**config.mk**
```make
export PLATFORM = sky130hd
export DESIGN_NAME = ucsbece154b_mem_arbiter_flat
export DESIGN_NICKNAME = d
export VERILOG_FILES = /design/src/rtl/ucsbece154b_mem_arbiter_if.sv /design/src/rtl/ucsbece154b_mem_arbiter.sv /design/src/flat_wrapper.sv
export SDC_FILE = /design/constraint.sdc
export NUM_CORES = 1
export LEC_CHECK = 0
export ABC_AREA = 0
export CORE_ASPECT_RATIO = 0.5
export CORE_MARGIN = 2
export CORE_UTILIZATION = 38
export CTS_CLUSTER_SIZE = 8
export DETAILED_ROUTE_END_ITERATION = 8
export PLACE_DENSITY = 0.85
export SYNTH_ARGS = -nofsm -noshare
export SYNTH_HDL_FRONTEND = slang
export SYNTH_SLANG_ARGS = --single-unit
```
**constraint.sdc**
```tcl
create_clock -name clk -period 1.9 [get_ports clk]
set_input_delay 0.19 -clock clk [delete_from_list [all_inputs] [get_ports clk]]
set_output_delay 0.19 -clock clk [all_outputs]
set_load 0.005 [all_outputs]
```
**src/rtl/ucsbece154b_mem_arbiter_if.sv**
```systemverilog
// Memory-side bus of the I/D arbiter: registered request/write/address/data out, read data and ready back.
// The arbiter is the master; the unified single-port memory is the slave.
interface ucsbece154b_mem_arbiter_if;
  logic        MemReq_o;
  logic        MemWe_o;
  logic [31:0] MemAddr_o;
  logic [31:0] MemWdata_o;
  logic [31:0] MemRdata_i;
  logic        MemReady_i;

  modport master (
    output MemReq_o, MemWe_o, MemAddr_o, MemWdata_o,
    input  MemRdata_i, MemReady_i
  );

  modport slave (
    input  MemReq_o, MemWe_o, MemAddr_o, MemWdata_o,
    output MemRdata_i, MemReady_i
  );
endinterface

```
**src/rtl/ucsbece154b_mem_arbiter.sv**
```systemverilog
// Shares one single-port memory between instruction fetch (I) and load/store (D), one transaction at a time.
// D wins ties unless it has taken MAX_D_STREAK grants in a row while fetch was waiting; busy states abort after TIMEOUT cycles.
module ucsbece154b_mem_arbiter #(
  parameter int MAX_D_STREAK = 4,
  parameter int TIMEOUT      = 255
) (
  input  logic                              clk,
  input  logic                              reset,
  input  logic                              IReq_i,
  input  logic [31:0]                       IAddr_i,
  input  logic                              IFlush_i,
  output logic [31:0]                       IRdata_o,
  output logic                              IValid_o,
  input  logic                              DReq_i,
  input  logic                              DWe_i,
  input  logic [31:0]                       DAddr_i,
  input  logic [31:0]                       DWdata_i,
  output logic [31:0]                       DRdata_o,
  output logic                              DValid_o,
  ucsbece154b_mem_arbiter_if.master         mem,
  output logic                              StallI_o,
  output logic                              StallD_o,
  output logic                              Err_o
);

  localparam int SW = $clog2(MAX_D_STREAK + 1);
  localparam int TW = (TIMEOUT > 1) ? $clog2(TIMEOUT) : 1;
  localparam logic [SW-1:0] STREAK_MAX = SW'(MAX_D_STREAK);
  localparam logic [TW-1:0] TMO_LAST   = TW'(TIMEOUT - 1);

  typedef enum logic [1:0] {IDLE, I_BUSY, D_BUSY} state_e;

  state_e          state_q, state_d;
  logic            mem_req_q, mem_req_d;
  logic            mem_we_q, mem_we_d;
  logic [31:0]     mem_addr_q, mem_addr_d;
  logic [31:0]     mem_wdata_q, mem_wdata_d;
  logic [31:0]     i_rdata_q, i_rdata_d;
  logic            i_valid_q, i_valid_d;
  logic [31:0]     d_rdata_q, d_rdata_d;
  logic            d_valid_q, d_valid_d;
  logic            err_q, err_d;
  logic            discard_q, discard_d;
  logic [SW-1:0]   streak_q, streak_d;
  logic [TW-1:0]   tmo_q, tmo_d;

  logic eff_i, eff_d;

  // A requester whose Valid is high this cycle is finishing, so its held request is not a new one.
  assign eff_i = IReq_i & ~i_valid_q;
  assign eff_d = DReq_i & ~d_valid_q;

  always_comb begin
    state_d     = state_q;
    mem_req_d   = mem_req_q;
    mem_we_d    = mem_we_q;
    mem_addr_d  = mem_addr_q;
    mem_wdata_d = mem_wdata_q;
    i_rdata_d   = i_rdata_q;
    i_valid_d   = 1'b0;
    d_rdata_d   = d_rdata_q;
    d_valid_d   = 1'b0;
    err_d       = 1'b0;
    discard_d   = discard_q;
    streak_d    = streak_q;
    tmo_d       = tmo_q;

    case (state_q)
      IDLE: begin
        discard_d = 1'b0;
        if (eff_d && ((streak_q < STREAK_MAX) || !eff_i)) begin
          state_d     = D_BUSY;
          mem_req_d   = 1'b1;
          mem_we_d    = DWe_i;
          mem_addr_d  = DAddr_i;
          mem_wdata_d = DWdata_i;
          tmo_d       = '0;
          if (!eff_i) begin
            streak_d = '0;
          end else if (streak_q != STREAK_MAX) begin
            streak_d = streak_q + 1'b1;
          end
        end else if (eff_i) begin
          state_d    = I_BUSY;
          mem_req_d  = 1'b1;
          mem_we_d   = 1'b0;
          mem_addr_d = IAddr_i;
          tmo_d      = '0;
          streak_d   = '0;
          discard_d  = IFlush_i;
        end
      end

      I_BUSY, D_BUSY: begin
        if ((state_q == I_BUSY) && IFlush_i) begin
          discard_d = 1'b1;
        end
        // Ready takes precedence over an expiring timeout.
        if (mem.MemReady_i || (tmo_q == TMO_LAST)) begin
          state_d   = IDLE;
          mem_req_d = 1'b0;
          mem_we_d  = 1'b0;
          discard_d = 1'b0;
          err_d     = ~mem.MemReady_i;
          if (state_q == I_BUSY) begin
            i_rdata_d = mem.MemReady_i ? mem.MemRdata_i : 32'd0;
            // A flush arriving on the completion cycle still kills the result.
            i_valid_d = ~(discard_q | IFlush_i);
          end else begin
            d_valid_d = 1'b1;
            if (!mem.MemReady_i) begin
              d_rdata_d = 32'd0;
            end else if (!mem_we_q) begin
              d_rdata_d = mem.MemRdata_i;
            end
          end
        end else begin
          tmo_d = tmo_q + 1'b1;
        end
      end

      default: begin
        state_d   = IDLE;
        mem_req_d = 1'b0;
        mem_we_d  = 1'b0;
      end
    endcase
  end

  always_ff @(posedge clk) begin
    if (reset) begin
      state_q     <= IDLE;
      mem_req_q   <= 1'b0;
      mem_we_q    <= 1'b0;
      mem_addr_q  <= 32'd0;
      mem_wdata_q <= 32'd0;
      i_rdata_q   <= 32'd0;
      i_valid_q   <= 1'b0;
      d_rdata_q   <= 32'd0;
      d_valid_q   <= 1'b0;
      err_q       <= 1'b0;
      discard_q   <= 1'b0;
      streak_q    <= '0;
      tmo_q       <= '0;
    end else begin
      state_q     <= state_d;
      mem_req_q   <= mem_req_d;
      mem_we_q    <= mem_we_d;
      mem_addr_q  <= mem_addr_d;
      mem_wdata_q <= mem_wdata_d;
      i_rdata_q   <= i_rdata_d;
      i_valid_q   <= i_valid_d;
      d_rdata_q   <= d_rdata_d;
      d_valid_q   <= d_valid_d;
      err_q       <= err_d;
      discard_q   <= discard_d;
      streak_q    <= streak_d;
      tmo_q       <= tmo_d;
    end
  end

  assign mem.MemReq_o   = mem_req_q;
  assign mem.MemWe_o    = mem_we_q;
  assign mem.MemAddr_o  = mem_addr_q;
  assign mem.MemWdata_o = mem_wdata_q;
  assign IRdata_o       = i_rdata_q;
  assign IValid_o       = i_valid_q;
  assign DRdata_o       = d_rdata_q;
  assign DValid_o       = d_valid_q;
  assign Err_o          = err_q;
  assign StallI_o       = IReq_i & ~i_valid_q;
  assign StallD_o       = DReq_i & ~d_valid_q;

endmodule

```
**src/flat_wrapper.sv**
```systemverilog
// flat-port wrapper written by rule: the top's interface ports become plain ports
module ucsbece154b_mem_arbiter_flat 
#(
  parameter int MAX_D_STREAK = 4,
  parameter int TIMEOUT      = 255
)
  (clk, reset, IReq_i, IAddr_i, IFlush_i, IRdata_o, IValid_o, DReq_i, DWe_i, DAddr_i, DWdata_i, DRdata_o, DValid_o, StallI_o, StallD_o, Err_o, mem_MemReq_o, mem_MemWe_o, mem_MemAddr_o, mem_MemWdata_o, mem_MemRdata_i, mem_MemReady_i);
  ucsbece154b_mem_arbiter_if mem_i ();
  input  logic clk;
  input  logic reset;
  input  logic IReq_i;
  input  logic [31:0] IAddr_i;
  input  logic IFlush_i;
  output logic [31:0] IRdata_o;
  output logic IValid_o;
  input  logic DReq_i;
  input  logic DWe_i;
  input  logic [31:0] DAddr_i;
  input  logic [31:0] DWdata_i;
  output logic [31:0] DRdata_o;
  output logic DValid_o;
  output logic StallI_o;
  output logic StallD_o;
  output logic Err_o;
  output wire logic [$bits(mem_i.MemReq_o)-1:0] mem_MemReq_o;
  output wire logic [$bits(mem_i.MemWe_o)-1:0] mem_MemWe_o;
  output wire logic [$bits(mem_i.MemAddr_o)-1:0] mem_MemAddr_o;
  output wire logic [$bits(mem_i.MemWdata_o)-1:0] mem_MemWdata_o;
  input wire logic [$bits(mem_i.MemRdata_i)-1:0] mem_MemRdata_i;
  input wire logic [$bits(mem_i.MemReady_i)-1:0] mem_MemReady_i;
  assign mem_MemReq_o = mem_i.MemReq_o;
  assign mem_MemWe_o = mem_i.MemWe_o;
  assign mem_MemAddr_o = mem_i.MemAddr_o;
  assign mem_MemWdata_o = mem_i.MemWdata_o;
  assign mem_i.MemRdata_i = mem_MemRdata_i;
  assign mem_i.MemReady_i = mem_MemReady_i;
  ucsbece154b_mem_arbiter #(.MAX_D_STREAK(MAX_D_STREAK), .TIMEOUT(TIMEOUT)) u_core (.clk(clk), .reset(reset), .IReq_i(IReq_i), .IAddr_i(IAddr_i), .IFlush_i(IFlush_i), .IRdata_o(IRdata_o), .IValid_o(IValid_o), .DReq_i(DReq_i), .DWe_i(DWe_i), .DAddr_i(DAddr_i), .DWdata_i(DWdata_i), .DRdata_o(DRdata_o), .DValid_o(DValid_o), .mem(mem_i), .StallI_o(StallI_o), .StallD_o(StallD_o), .Err_o(Err_o));
endmodule
```
==> impl_metrics.toml <==
[layout]
final.fill_count = 1204
final_area_um2 = 9520
multi_input_area_um2 = 2710
fin_util_pct = 62.1
area_delta_synth_final_pct = 60.3
drive_above_1_share_pct = 8.89
final_nets = 1040
regArea_um2 = 2950
fin_cells = 1115
diodes = 0

[critical_path]
worstPathMaxFanout = 7
cp-startpoint = "u_core.state_q[1]$_SDFFE_PP0P_"
path_cells = "inv_1 -> ha_4 -> and2b_4 -> o2111ai_1 -> or4_1 -> a211oi_1"
cp.required_ps = 2230
max_stage_delay_ps = 450
critical_path_arrival_ps = 2210
crit_family = "simple AND/OR/NAND/NOR gates"
startpoint_type = "register"
worst-path-buf-inv = 1
crit_path_top_delay_cell = "or4_1"
worstSetupPathType = "register to register"
rr_startpoint = "u_core.state_q[1]$_SDFFE_PP0P_"
critPathCaptureType = "register"

[placed_design]
placed_cells = 1081
numPortBuffers = 269
gp_congestion = 0.942
dp_hpwl_mm = 13.0
place_area_um2 = 8890

[die]
die_h_um = 92.4
die_w_um = 181
core_area_um2 = 15300
dieArea_um2 = 16700
io_pins = 270
fp-row-count = 32
start_util_pct = 38.7

[clocking]
clockBufferDepth = 2
cts_sinks = 147
clock_latency_ps = 420
cts-root-buf = "clkbuf_16"
h-tree-depth = 4
cts_buffers = 17
cts_tree = "done"
clkTransAtPathRegs_ps = 70

[timing]
skew_ps = 13.8
tightest_slew_ps = 593
fin_crit_sh_pct = 99.0
finalHoldViolCount = 0
setup_violations = 0
slew_violations = 0
period_needed_ps = 1880
timing.hold.ws_ps = 134
fmax_mhz = 531
max-slew-margin-rel_pct = 60.5
grt_setup_unrepaired = "true"
setup-tns-final_ps = 0

[logic_synthesis]
ys.flop_type = "dfxtp_1"
syn_area_per_cell_um2 = 9.22
syn_nets = 786
synth_seq_cells = 147
yosysWarnings = 0
yosysTopAreaCell = "dfxtp_1"
syn_inst = 644
synth_cell_type_count = 57
yosysMostFrequentCell = "dfxtp_1"
ys_seq_area_share_pct = 49.6
synth.top_cell.area_share_pct = 49.6
netlist_area_um2 = 5940
synth_area_leaders = "dfxtp_1 (50%), a21oi_1 (6.1%), mux2i_1 (5.4%), a32o_1 (5.2%), nand2_1 (4.7%)"
synth-edff-count = 0
async_reset_ff_share_pct = 0
synthTopCellsByCount = "dfxtp_1 (147), nand2_1 (75), a21oi_1 (72)"

[worst_hold_path]
hold_class = "input pin to register"
hp-start = "reset"

[global_route]
grt_pass1_wl_mm = 29.7
grt_pass1_vias = 5710
antenna_found_initial = 0
overflow = 0
grt.total_usage_pct = 21.9
grt_max_degree = 115

[routing]
routed-via-count = 5962
drc = 0
ant_nets = 0
wire_per_inst_um = 17.1
drt_iter0_drc = 475
routed_wl_mm = 19.0
drtPass1Iterations = 5
viasPerCell = 5.35

[power]
seqPwrFrac_pct = 39.5
p_per_area_nw_per_um2 = 916
p_int_uw = 6200
p_sw_share_pct = 28.8
leakage_uw = 0.00346
p_comb_share_pct = 22.5
switchingPower_uw = 2510
vdd_drop_max_mv = 0.697
pwr-share-clk_pct = 37.9

[outcome]
status = "completed"

[flow_run]
drv_cap = 0
[power by group through the flow]
stage / combinational (µW) / sequential, µW / clock [µW]
2_1_floorplan: 833 / 3520 / 0
3_3_place_gp: 1860 / 3500 / 0
3_5_place_dp: 1900 / 3510 / 0
4_1_cts: 1940 / 3440 / 3360
5_1_grt: 2110 / 3480 / 3480
6_report: 1960 / 3450 / 3310
[per-stage QoR]
stage	power, µW	worst slack, ps
global route	9070	-29.1
CTS	8740	16.3
finish	8720	18.1
detailed placement	5420	-106
floorplan	4360	120
global placement	5360	40.9
[worst reg2reg max path, cell delays in order (launching register included)]
cell	delay [ps]
dfxtp_2	350
inv_1	90
ha_4	320
and2b_4	180
o2111ai_1	190
or4_1	450
a211oi_1	230
[per-layer routing]
| layer | vias to the layer above | global-route usage (%) | wire length [µm] |
|---|---|---|---|
| li1 | 2861 | - | - |
| met2 | 259 | 39.0 | 9680 |
| met4 | 0 | 9.81 | 576 |
| met1 | 2797 | 25.6 | 7570 |
| met5 | - | 0 | 0 |
| met3 | 45 | 4.84 | 1200 |
[final cells by class]
type                       instances  share of cell area (%)
clock buffer                      18                    4.51
tap                              204                    2.68
timing repair buffer             295                    31.5
sequential                       147                    31.0
inverter                          10                   0.394
clock inverter                    14                    1.51
multi-input combinational        427                    28.5
[worst paths after layout]
path	end	slack, ps	cells after the start
max	u_core.tmo_q[3]$_SDFFE_PP0P_	20	6
min	u_core.Err_o$_SDFF_PP0_	130	3
max reg2reg	u_core.tmo_q[3]$_SDFFE_PP0P_	20	6
min reg2reg	u_core.mem.MemWdata_o[4]$_SDFFE_PP0P_	450	2
[placed cells by master, fill, tap and decap left out, types with 3 or more instances in the layout]
cell type and n:
a211oi_1 34, a21oi_1 71, a31oi_1 6, a32o_1 31, buf_12 9, buf_4 18
clkbuf_16 17, clkdlybuf4s50_1 266, clkinvlp_4 5, dfxtp_1 144, dfxtp_2 3, ha_1 6
inv_1 8, inv_8 4, mux2i_1 32, nand2_1 75, nand3_1 14, nand4_1 32
nor2_1 36, nor3_1 4, o21ai_0 40
[cell families (layout without fill, tap and decap cells)]
kind of cell,count (synthesis),after routing,share of synthesized area [%]
AOI/OAI and AO/OA,198,198,22.0
and+or+nand+nor,189,189,15.8
DFF,147,147,49.6
buffers and inverters,70,337,5.54
muxes,33,33,5.65
adders and majority gates,7,7,1.47
[state kept, by name, summed over array words and instances, names as in the netlist]
name and flops:
u_core.Err_o 1, u_core.mem.MemReq_o 1, u_core.IRdata_o 32, u_core.DValid_o 1
u_core.mem.MemAddr_o 32, u_core.tmo_q 8, u_core.streak_q 3, u_core.mem.MemWe_o 1
u_core.state_q 2, u_core.IValid_o 1, u_core.DRdata_o 32, u_core.discard_q 1
u_core.mem.MemWdata_o 32
[repair_timing]
action	in CTS	in global routing
pin swaps	0	1
gates resized for setup	3	5
buffers inserted	0	2
hold buffers	0	0
setup endpoints to repair	4	57
(Power assumes the default switching activity.)
